[src/rtl/axi_rd_resp_pkg.sv]
// Shared AXI encodings and helpers for the read responder.
package axi_rd_resp_pkg;

  localparam logic [1:0] AXI_BURST_FIXED = 2'b00;
  localparam logic [1:0] AXI_BURST_INCR  = 2'b01;
  localparam logic [1:0] AXI_BURST_WRAP  = 2'b10;

  localparam logic [1:0] AXI_RESP_OKAY   = 2'b00;
  localparam logic [1:0] AXI_RESP_EXOKAY = 2'b01;
  localparam logic [1:0] AXI_RESP_SLVERR = 2'b10;
  localparam logic [1:0] AXI_RESP_DECERR = 2'b11;

  // Only FIXED and INCR are walked; WRAP and the reserved code are rejected.
  function automatic logic burst_supported(input logic [1:0] burst);
    return (burst == AXI_BURST_FIXED) || (burst == AXI_BURST_INCR);
  endfunction

endpackage

[src/rtl/axi_rd_resp_if.sv]
// AXI read address and read data channels, reduced to the signals the responder uses.
interface axi_ar #(
  parameter int ID_WIDTH = 5
);
  logic                arvalid;
  logic                arready;
  logic [63:0]         araddr;
  logic [7:0]          arlen;
  logic [1:0]          arburst;
  logic [ID_WIDTH-1:0] arid;

  modport master (output arvalid, araddr, arlen, arburst, arid, input arready);
  modport slave  (input arvalid, araddr, arlen, arburst, arid, output arready);
endinterface

interface axi_r #(
  parameter int DATA_WIDTH = 64,
  parameter int ID_WIDTH   = 5
);
  logic                  rvalid;
  logic                  rready;
  logic [DATA_WIDTH-1:0] rdata;
  logic [1:0]            rresp;
  logic [ID_WIDTH-1:0]   rid;
  logic                  rlast;

  modport master (output rvalid, rdata, rresp, rid, rlast, input rready);
  modport slave  (input rvalid, rdata, rresp, rid, rlast, output rready);
endinterface

[src/rtl/axi_burst_addr_gen.sv]
// Beat address and beat counter for one FIXED/INCR burst.
module axi_burst_addr_gen
  import axi_rd_resp_pkg::*;
#(
  parameter int DATA_BYTES = 8
) (
  input  logic        clk,
  input  logic        rst,
  input  logic        load,
  input  logic        step,
  input  logic [63:0] addr,
  input  logic [1:0]  burst,
  input  logic [7:0]  len,
  output logic [63:0] beat_addr,
  output logic        last
);

  localparam logic [63:0] BEAT_STEP  = 64'(DATA_BYTES);
  localparam logic [63:0] ALIGN_MASK = ~(BEAT_STEP - 64'd1);

  logic [7:0] cnt;

  // Load the aligned start address on AR accept; advance once per accepted non-last beat.
  always_ff @(posedge clk or posedge rst) begin
    if (rst) begin
      beat_addr <= '0;
      cnt       <= '0;
    end else if (load) begin
      beat_addr <= addr & ALIGN_MASK;
      cnt       <= '0;
    end else if (step) begin
      cnt <= cnt + 8'd1;
      if (burst == AXI_BURST_INCR) beat_addr <= beat_addr + BEAT_STEP;
    end
  end

  assign last = (cnt == len);

endmodule

[src/rtl/axi_rd_resp.sv]
// Single-outstanding AXI read responder over a 1-cycle-latency memory port.
module axi_rd_resp
  import axi_rd_resp_pkg::*;
#(
  parameter int          DATA_WIDTH = 64,
  parameter logic [63:0] BASE_ADDR  = 64'h0,
  parameter int          SIZE_LOG2  = 16,
  parameter int          ID_WIDTH   = 5
) (
  input  logic                  axi_rd_resp_clk_i,
  input  logic                  axi_rd_resp_arst_i,
  axi_ar.slave                  axi_rd_resp_ar,
  axi_r.master                  axi_rd_resp_r,
  output logic                  mem_rd_o,
  output logic [SIZE_LOG2-4:0]  mem_addr_o,
  input  logic [DATA_WIDTH-1:0] mem_rdata_i
);

  localparam int DATA_BYTES = DATA_WIDTH / 8;

  // IDLE  | waiting for AR, arready high
  // ISSUE | classify beat, strobe memory for OKAY beats
  // CAPT  | capture memory data (or zero) and rlast
  // RESP  | hold R beat until rready
  typedef enum logic [1:0] {IDLE, ISSUE, CAPT, RESP} state_t;

  state_t                state_q, state_d;
  logic                  load, step, arready, rvalid, mem_rd;
  logic [63:0]           beat_addr;
  logic                  beat_last;
  logic [1:0]            beat_resp;
  logic [ID_WIDTH-1:0]   id_q;
  logic [7:0]            len_q;
  logic [1:0]            burst_q;
  logic [1:0]            resp_q;
  logic [DATA_WIDTH-1:0] rdata_q;
  logic                  rlast_q;

  axi_burst_addr_gen #(.DATA_BYTES(DATA_BYTES)) u_addr_gen (
    .clk       (axi_rd_resp_clk_i),
    .rst       (axi_rd_resp_arst_i),
    .load      (load),
    .step      (step),
    .addr      (axi_rd_resp_ar.araddr),
    .burst     (burst_q),
    .len       (len_q),
    .beat_addr (beat_addr),
    .last      (beat_last)
  );

  // Per-beat classification; burst errors take precedence over window misses.
  always_comb begin
    beat_resp = AXI_RESP_OKAY;
    if (!burst_supported(burst_q))                            beat_resp = AXI_RESP_SLVERR;
    else if ((beat_addr >> SIZE_LOG2) != (BASE_ADDR >> SIZE_LOG2)) beat_resp = AXI_RESP_DECERR;
  end

  // State register.
  always_ff @(posedge axi_rd_resp_clk_i or posedge axi_rd_resp_arst_i) begin
    if (axi_rd_resp_arst_i) state_q <= IDLE;
    else                    state_q <= state_d;
  end

  // Next state and handshake/strobe outputs, all derived from state only (plus rready for moves).
  always_comb begin
    state_d = state_q;
    arready = 1'b0;
    rvalid  = 1'b0;
    mem_rd  = 1'b0;
    load    = 1'b0;
    step    = 1'b0;
    case (state_q)
      IDLE: begin
        arready = 1'b1;
        if (axi_rd_resp_ar.arvalid) begin
          load    = 1'b1;
          state_d = ISSUE;
        end
      end
      ISSUE: begin
        mem_rd  = (beat_resp == AXI_RESP_OKAY);
        state_d = CAPT;
      end
      CAPT: state_d = RESP;
      RESP: begin
        rvalid = 1'b1;
        if (axi_rd_resp_r.rready) begin
          if (rlast_q) begin
            state_d = IDLE;
          end else begin
            step    = 1'b1;
            state_d = ISSUE;
          end
        end
      end
      default: state_d = IDLE;
    endcase
  end

  // Transaction attributes and the registered R beat.
  always_ff @(posedge axi_rd_resp_clk_i or posedge axi_rd_resp_arst_i) begin
    if (axi_rd_resp_arst_i) begin
      id_q    <= '0;
      len_q   <= '0;
      burst_q <= '0;
      resp_q  <= AXI_RESP_OKAY;
      rdata_q <= '0;
      rlast_q <= 1'b0;
    end else begin
      if (load) begin
        id_q    <= axi_rd_resp_ar.arid;
        len_q   <= axi_rd_resp_ar.arlen;
        burst_q <= axi_rd_resp_ar.arburst;
      end
      if (state_q == ISSUE) resp_q <= beat_resp;
      if (state_q == CAPT) begin
        rdata_q <= (resp_q == AXI_RESP_OKAY) ? mem_rdata_i : '0;
        rlast_q <= beat_last;
      end
    end
  end

  assign axi_rd_resp_ar.arready = arready;
  assign axi_rd_resp_r.rvalid   = rvalid;
  assign axi_rd_resp_r.rdata    = rdata_q;
  assign axi_rd_resp_r.rresp    = resp_q;
  assign axi_rd_resp_r.rid      = id_q;
  assign axi_rd_resp_r.rlast    = rlast_q;
  assign mem_rd_o               = mem_rd;
  assign mem_addr_o             = beat_addr[SIZE_LOG2-1:3];

endmodule

[src/flat_wrapper.sv]
// flat-port wrapper written by rule: the top's interface ports become plain ports
module axi_rd_resp_flat import axi_rd_resp_pkg::*;
#(
  parameter int          DATA_WIDTH = 64,
  parameter logic [63:0] BASE_ADDR  = 64'h0,
  parameter int          SIZE_LOG2  = 16,
  parameter int          ID_WIDTH   = 5
)
  (axi_rd_resp_clk_i, axi_rd_resp_arst_i, mem_rd_o, mem_addr_o, mem_rdata_i, axi_rd_resp_ar_arvalid, axi_rd_resp_ar_araddr, axi_rd_resp_ar_arlen, axi_rd_resp_ar_arburst, axi_rd_resp_ar_arid, axi_rd_resp_ar_arready, axi_rd_resp_r_rvalid, axi_rd_resp_r_rdata, axi_rd_resp_r_rresp, axi_rd_resp_r_rid, axi_rd_resp_r_rlast, axi_rd_resp_r_rready);
  axi_ar #(.ID_WIDTH(ID_WIDTH)) axi_rd_resp_ar_i ();
  axi_r #(.DATA_WIDTH(DATA_WIDTH), .ID_WIDTH(ID_WIDTH)) axi_rd_resp_r_i ();
  input  logic axi_rd_resp_clk_i;
  input  logic axi_rd_resp_arst_i;
  output logic mem_rd_o;
  output logic [SIZE_LOG2-4:0] mem_addr_o;
  input  logic [DATA_WIDTH-1:0] mem_rdata_i;
  input wire logic [$bits(axi_rd_resp_ar_i.arvalid)-1:0] axi_rd_resp_ar_arvalid;
  input wire logic [$bits(axi_rd_resp_ar_i.araddr)-1:0] axi_rd_resp_ar_araddr;
  input wire logic [$bits(axi_rd_resp_ar_i.arlen)-1:0] axi_rd_resp_ar_arlen;
  input wire logic [$bits(axi_rd_resp_ar_i.arburst)-1:0] axi_rd_resp_ar_arburst;
  input wire logic [$bits(axi_rd_resp_ar_i.arid)-1:0] axi_rd_resp_ar_arid;
  output wire logic [$bits(axi_rd_resp_ar_i.arready)-1:0] axi_rd_resp_ar_arready;
  output wire logic [$bits(axi_rd_resp_r_i.rvalid)-1:0] axi_rd_resp_r_rvalid;
  output wire logic [$bits(axi_rd_resp_r_i.rdata)-1:0] axi_rd_resp_r_rdata;
  output wire logic [$bits(axi_rd_resp_r_i.rresp)-1:0] axi_rd_resp_r_rresp;
  output wire logic [$bits(axi_rd_resp_r_i.rid)-1:0] axi_rd_resp_r_rid;
  output wire logic [$bits(axi_rd_resp_r_i.rlast)-1:0] axi_rd_resp_r_rlast;
  input wire logic [$bits(axi_rd_resp_r_i.rready)-1:0] axi_rd_resp_r_rready;
  assign axi_rd_resp_ar_i.arvalid = axi_rd_resp_ar_arvalid;
  assign axi_rd_resp_ar_i.araddr = axi_rd_resp_ar_araddr;
  assign axi_rd_resp_ar_i.arlen = axi_rd_resp_ar_arlen;
  assign axi_rd_resp_ar_i.arburst = axi_rd_resp_ar_arburst;
  assign axi_rd_resp_ar_i.arid = axi_rd_resp_ar_arid;
  assign axi_rd_resp_ar_arready = axi_rd_resp_ar_i.arready;
  assign axi_rd_resp_r_rvalid = axi_rd_resp_r_i.rvalid;
  assign axi_rd_resp_r_rdata = axi_rd_resp_r_i.rdata;
  assign axi_rd_resp_r_rresp = axi_rd_resp_r_i.rresp;
  assign axi_rd_resp_r_rid = axi_rd_resp_r_i.rid;
  assign axi_rd_resp_r_rlast = axi_rd_resp_r_i.rlast;
  assign axi_rd_resp_r_i.rready = axi_rd_resp_r_rready;
  axi_rd_resp #(.DATA_WIDTH(DATA_WIDTH), .BASE_ADDR(BASE_ADDR), .SIZE_LOG2(SIZE_LOG2), .ID_WIDTH(ID_WIDTH)) u_core (.axi_rd_resp_clk_i(axi_rd_resp_clk_i), .axi_rd_resp_arst_i(axi_rd_resp_arst_i), .axi_rd_resp_ar(axi_rd_resp_ar_i), .axi_rd_resp_r(axi_rd_resp_r_i), .mem_rd_o(mem_rd_o), .mem_addr_o(mem_addr_o), .mem_rdata_i(mem_rdata_i));
endmodule
[config.mk]
export PLATFORM = sky130hd
export DESIGN_NAME = axi_rd_resp_flat
export DESIGN_NICKNAME = d
export VERILOG_FILES = /design/src/rtl/axi_rd_resp_pkg.sv /design/src/rtl/axi_rd_resp_if.sv /design/src/rtl/axi_burst_addr_gen.sv /design/src/rtl/axi_rd_resp.sv /design/src/flat_wrapper.sv
export SDC_FILE = /design/constraint.sdc
export NUM_CORES = 1
export LEC_CHECK = 0
export CELL_PAD_IN_SITES_DETAIL_PLACEMENT = 0
export CELL_PAD_IN_SITES_GLOBAL_PLACEMENT = 2
export CORE_MARGIN = 1
export CORE_UTILIZATION = 25
export CTS_CLUSTER_SIZE = 25
export DETAILED_ROUTE_END_ITERATION = 6
export PLACE_DENSITY_LB_ADDON = 0.1
export SLEW_MARGIN = 10
export SYNTH_ARGS = -nofsm -noshare
export SYNTH_HDL_FRONTEND = slang
export SYNTH_SLANG_ARGS = --single-unit
[constraint.sdc]
create_clock -name axi_rd_resp_clk_i -period 5.5 [get_ports axi_rd_resp_clk_i]
set_clock_uncertainty 0.15 [all_clocks]
set_input_delay 1.1 -clock axi_rd_resp_clk_i [delete_from_list [all_inputs] [get_ports axi_rd_resp_clk_i]]
set_output_delay 1.1 -clock axi_rd_resp_clk_i [all_outputs]
set_load 0.1 [all_outputs]
==> out/metrics.yaml <==
cts:
  clock-root-buffer: "clkbuf_16"
  clk_latency_ns: 0.42
  cts_hold_buf: 0
  numCtsBuffers: 17
  cts_resized: 0
  clockBufferDepth: 2
  path_clk_slew_ns: 0.07
  post_cts_buffers: 0
  cts_tree: "done"
  cts.sinks: 153
  cts-htree-levels: 4
power_and_ir_drop:
  p_clk_frac: 0.261
  vdd_drop_max_uv: 362
  power.share.sequential: 0.383
  combPwrFrac: 0.357
  swShare: 0.434
  leakagePower_uw: 0.00426
  powerDensity_nw_per_um2: 434
  p_sw_uw: 2050
  p_int_uw: 2670
  p_total_uw: 4710
drt:
  wl_um: 24300
  wire_per_inst_um: 16.5
  drtIter0Drc: 293
  num_vias: 6768
  drtAntennaViolNets: 0
  viasPerCell: 4.59
  drtPass1Iterations: 5
  drc: 0
grt:
  antenna_found_initial: 1
  use_met2: 0.233
  top_usage_layer: "met2"
  use_met3: 0.0384
  use_met1: 0.229
  grt_start_max_net_pins: 103
  grt_pass1_vias: 6674
  grt_usage: 0.159
  grt-ovfl-total: 0
  grt_pass1_wl_um: 38400
sta:
  post-route-period-util: 0.696
  max_freq_ghz: 0.261
  setup_ws_ns: 1.67
  finalHoldViolCount: 0
  worst_slew_pin_slew_ns: 1.07
  period_needed_ns: 3.83
  setup_viol: 0
  setup-tns-final_ns: 0
  rsz0062_at_grt: "false"
  slew_viol_final: 0
  max-slew-margin-rel: 0.285
logic_synthesis:
  yosysTopAreaCell: "dfrtp_1"
  avgSynthCellArea_um2: 8.73
  mappedNetlistArea_um2: 7630
  async_reset_ff_frac: 1.00
  synthCells: 874
  synth_top_area_frac: 0.502
  netlist-cell-type-count: 44
  synth_fp_nets: 1028
  ys.flop_type: "dfrtp_1"
  ys_seq_elements: 153
  synth-edff-count: 0
  synthTopCellsByArea: "dfrtp_1, nand2_1, o21ai_0"
  yosys_warnings: 0
  synth_seq_area_share: 0.502
place:
  place_congestion: 0.713
  dp_hpwl_um: 16800
  port_buffers: 231
  post-place-ws_ns: 1.58
critical_path:
  cp_cell_sequence: "nor4_1 > nand4_1 > nor3_1 > and3b_1 > buf_4"
  path_max_fanout: 5
  crit_end: "mem_rd_o"
  critPathKind: "flip-flop to output pin"
  critical-path-top-delay-family: "simple AND/OR/NAND/NOR gates"
  cp_num_buf_inv: 1
  cpMaxStageDelayCell: "nor3_1"
  worst-path-stages: 5
  r2r_cells: 5
  r2r_start: "u_core.u_addr_gen.beat_addr[35]"
  end_kind: "output pin"
  worst_setup_path_start_kind: "flip-flop"
  r2r_slack_ns: 2.53
  cp-startpoint: "u_core.u_addr_gen.beat_addr[37]"
  critPathMaxStageDelay_ns: 0.45
  arrival_ns: 2.58
  reg2reg_to: "u_core.u_addr_gen.beat_addr[60]"
  cp_data_required_time_ns: 4.25
finish:
  final_cell_mix: "clkdlybuf4s50_1, nand2_1, dfrtp_1"
  layout_commonest_cell: "clkdlybuf4s50_1"
  num-nets-final: 1228
  drive_gt1_frac: 0.0525
  area_growth_pct: 42.3
floorplanning:
  die_w_um: 177
  coreArea_um2: 29900
  ios: 235
  dieArea_um2: 31200
  die_y_um: 177
  initial_core_util: 0.255
  rows: 63
run:
  drv_cap: 0
outcome:
  status: "completed"
min_path:
  hold_class: "flip-flop to flip-flop"
==> worst min-delay path, cell delays in order, from the launching register on <==
cell     delay, ns
dfrtp_1       0.34
nand2_1       0.05
nand2_1       0.06
==> synth_stat cells, types with 2 or more instances <==
cell type	instances
xor2_1	43
or3_1	11
nand2_1	178
nand3_1	34
mux2i_1	3
inv_1	75
xnor2_1	9
nor4_4	2
o31a_1	2
nor3b_1	2
nor3_1	9
o21ai_0	111
nor4_1	24
nor2_1	44
mux2_2	3
or2_2	2
nand4b_1	4
buf_1	2
buf_2	2
a21oi_1	3
nand4_1	39
or4_1	6
and2_1	3
a31oi_1	18
ha_1	7
o31ai_1	8
buf_4	13
dfrtp_1	153
clkbuf_1	40
and3_1	6
and4_1	4
nand4_2	2
==> worst min path at each step <==
stage | startpoint | to | cells after the start
2_1_floorplan | u_core.len_q[0] | u_core.len_q[0] | 2
3_3_place_gp | u_core.axi_rd_resp_r.rid[1] | u_core.axi_rd_resp_r.rid[1] | 2
3_5_place_dp | u_core.axi_rd_resp_r.rid[1] | u_core.axi_rd_resp_r.rid[1] | 2
4_1_cts | u_core.axi_rd_resp_r.rid[1] | u_core.axi_rd_resp_r.rid[1] | 2
5_1_grt | u_core.axi_rd_resp_r.rid[2] | u_core.axi_rd_resp_r.rid[2] | 2
6_report | u_core.axi_rd_resp_r.rid[3] | u_core.axi_rd_resp_r.rid[3] | 2
==> state kept, by name, indices dropped and copies added (netlist names) <==
name,count
u_core.axi_rd_resp_r.rdata,64
u_core.axi_rd_resp_r.rid,5
u_core.axi_rd_resp_r.rlast,1
u_core.axi_rd_resp_r.rresp,2
u_core.burst_q,2
u_core.len_q,8
u_core.state_q,2
u_core.u_addr_gen.beat_addr,61
u_core.u_addr_gen.cnt,8
==> through the flow <==
stage	cells	hold slack (ns)	cell area (um2)	util
floorplan	874	0.316	7630	-
global placement	1445	0.313	10300	0.344
detailed placement	1445	0.318	10300	0.344
CTS	1475	0.336	10900	0.364
global route	1475	0.364	10900	0.364
finish	1476	0.331	10900	0.364
==> area by class of cell <==
class	count	area, um2
clock inverter	13	170
timing repair buffer	238	2390
fill	3123	19000
clock buffer	17	425
multi-input combinational	589	3270
tap	390	488
sequential	153	3830
antenna	1	2.50
inverter	75	287
==> power groups by stage <==
stage	logic, uW	registers, uW	clock network (uW)
2_1_floorplan	1190	1840	0
3_3_place_gp	1700	1830	0
3_5_place_dp	1710	1820	0
4_1_cts	1720	1810	1270
5_1_grt	1840	1860	1320
6_report	1680	1800	1230
==> per-layer routing <==
layer | routed length, um | up-vias
met1 | 12200 | 3202
met2 | 10300 | 195
li1 | - | 3349
met3 | 1550 | 22
met5 | 0 | -
met4 | 314 | 0
==> logic make-up after synthesis <==
group	share of synthesized area
muxes	0.00836
and+or+nand+nor	0.243
AOI/OAI and AO/OA	0.104
DFF	0.502
buffers and inverters	0.0716
adders and majority gates	0.0115
xor gates and xnor gates	0.0597
Note: power is estimated with default switching activity, not from simulation.
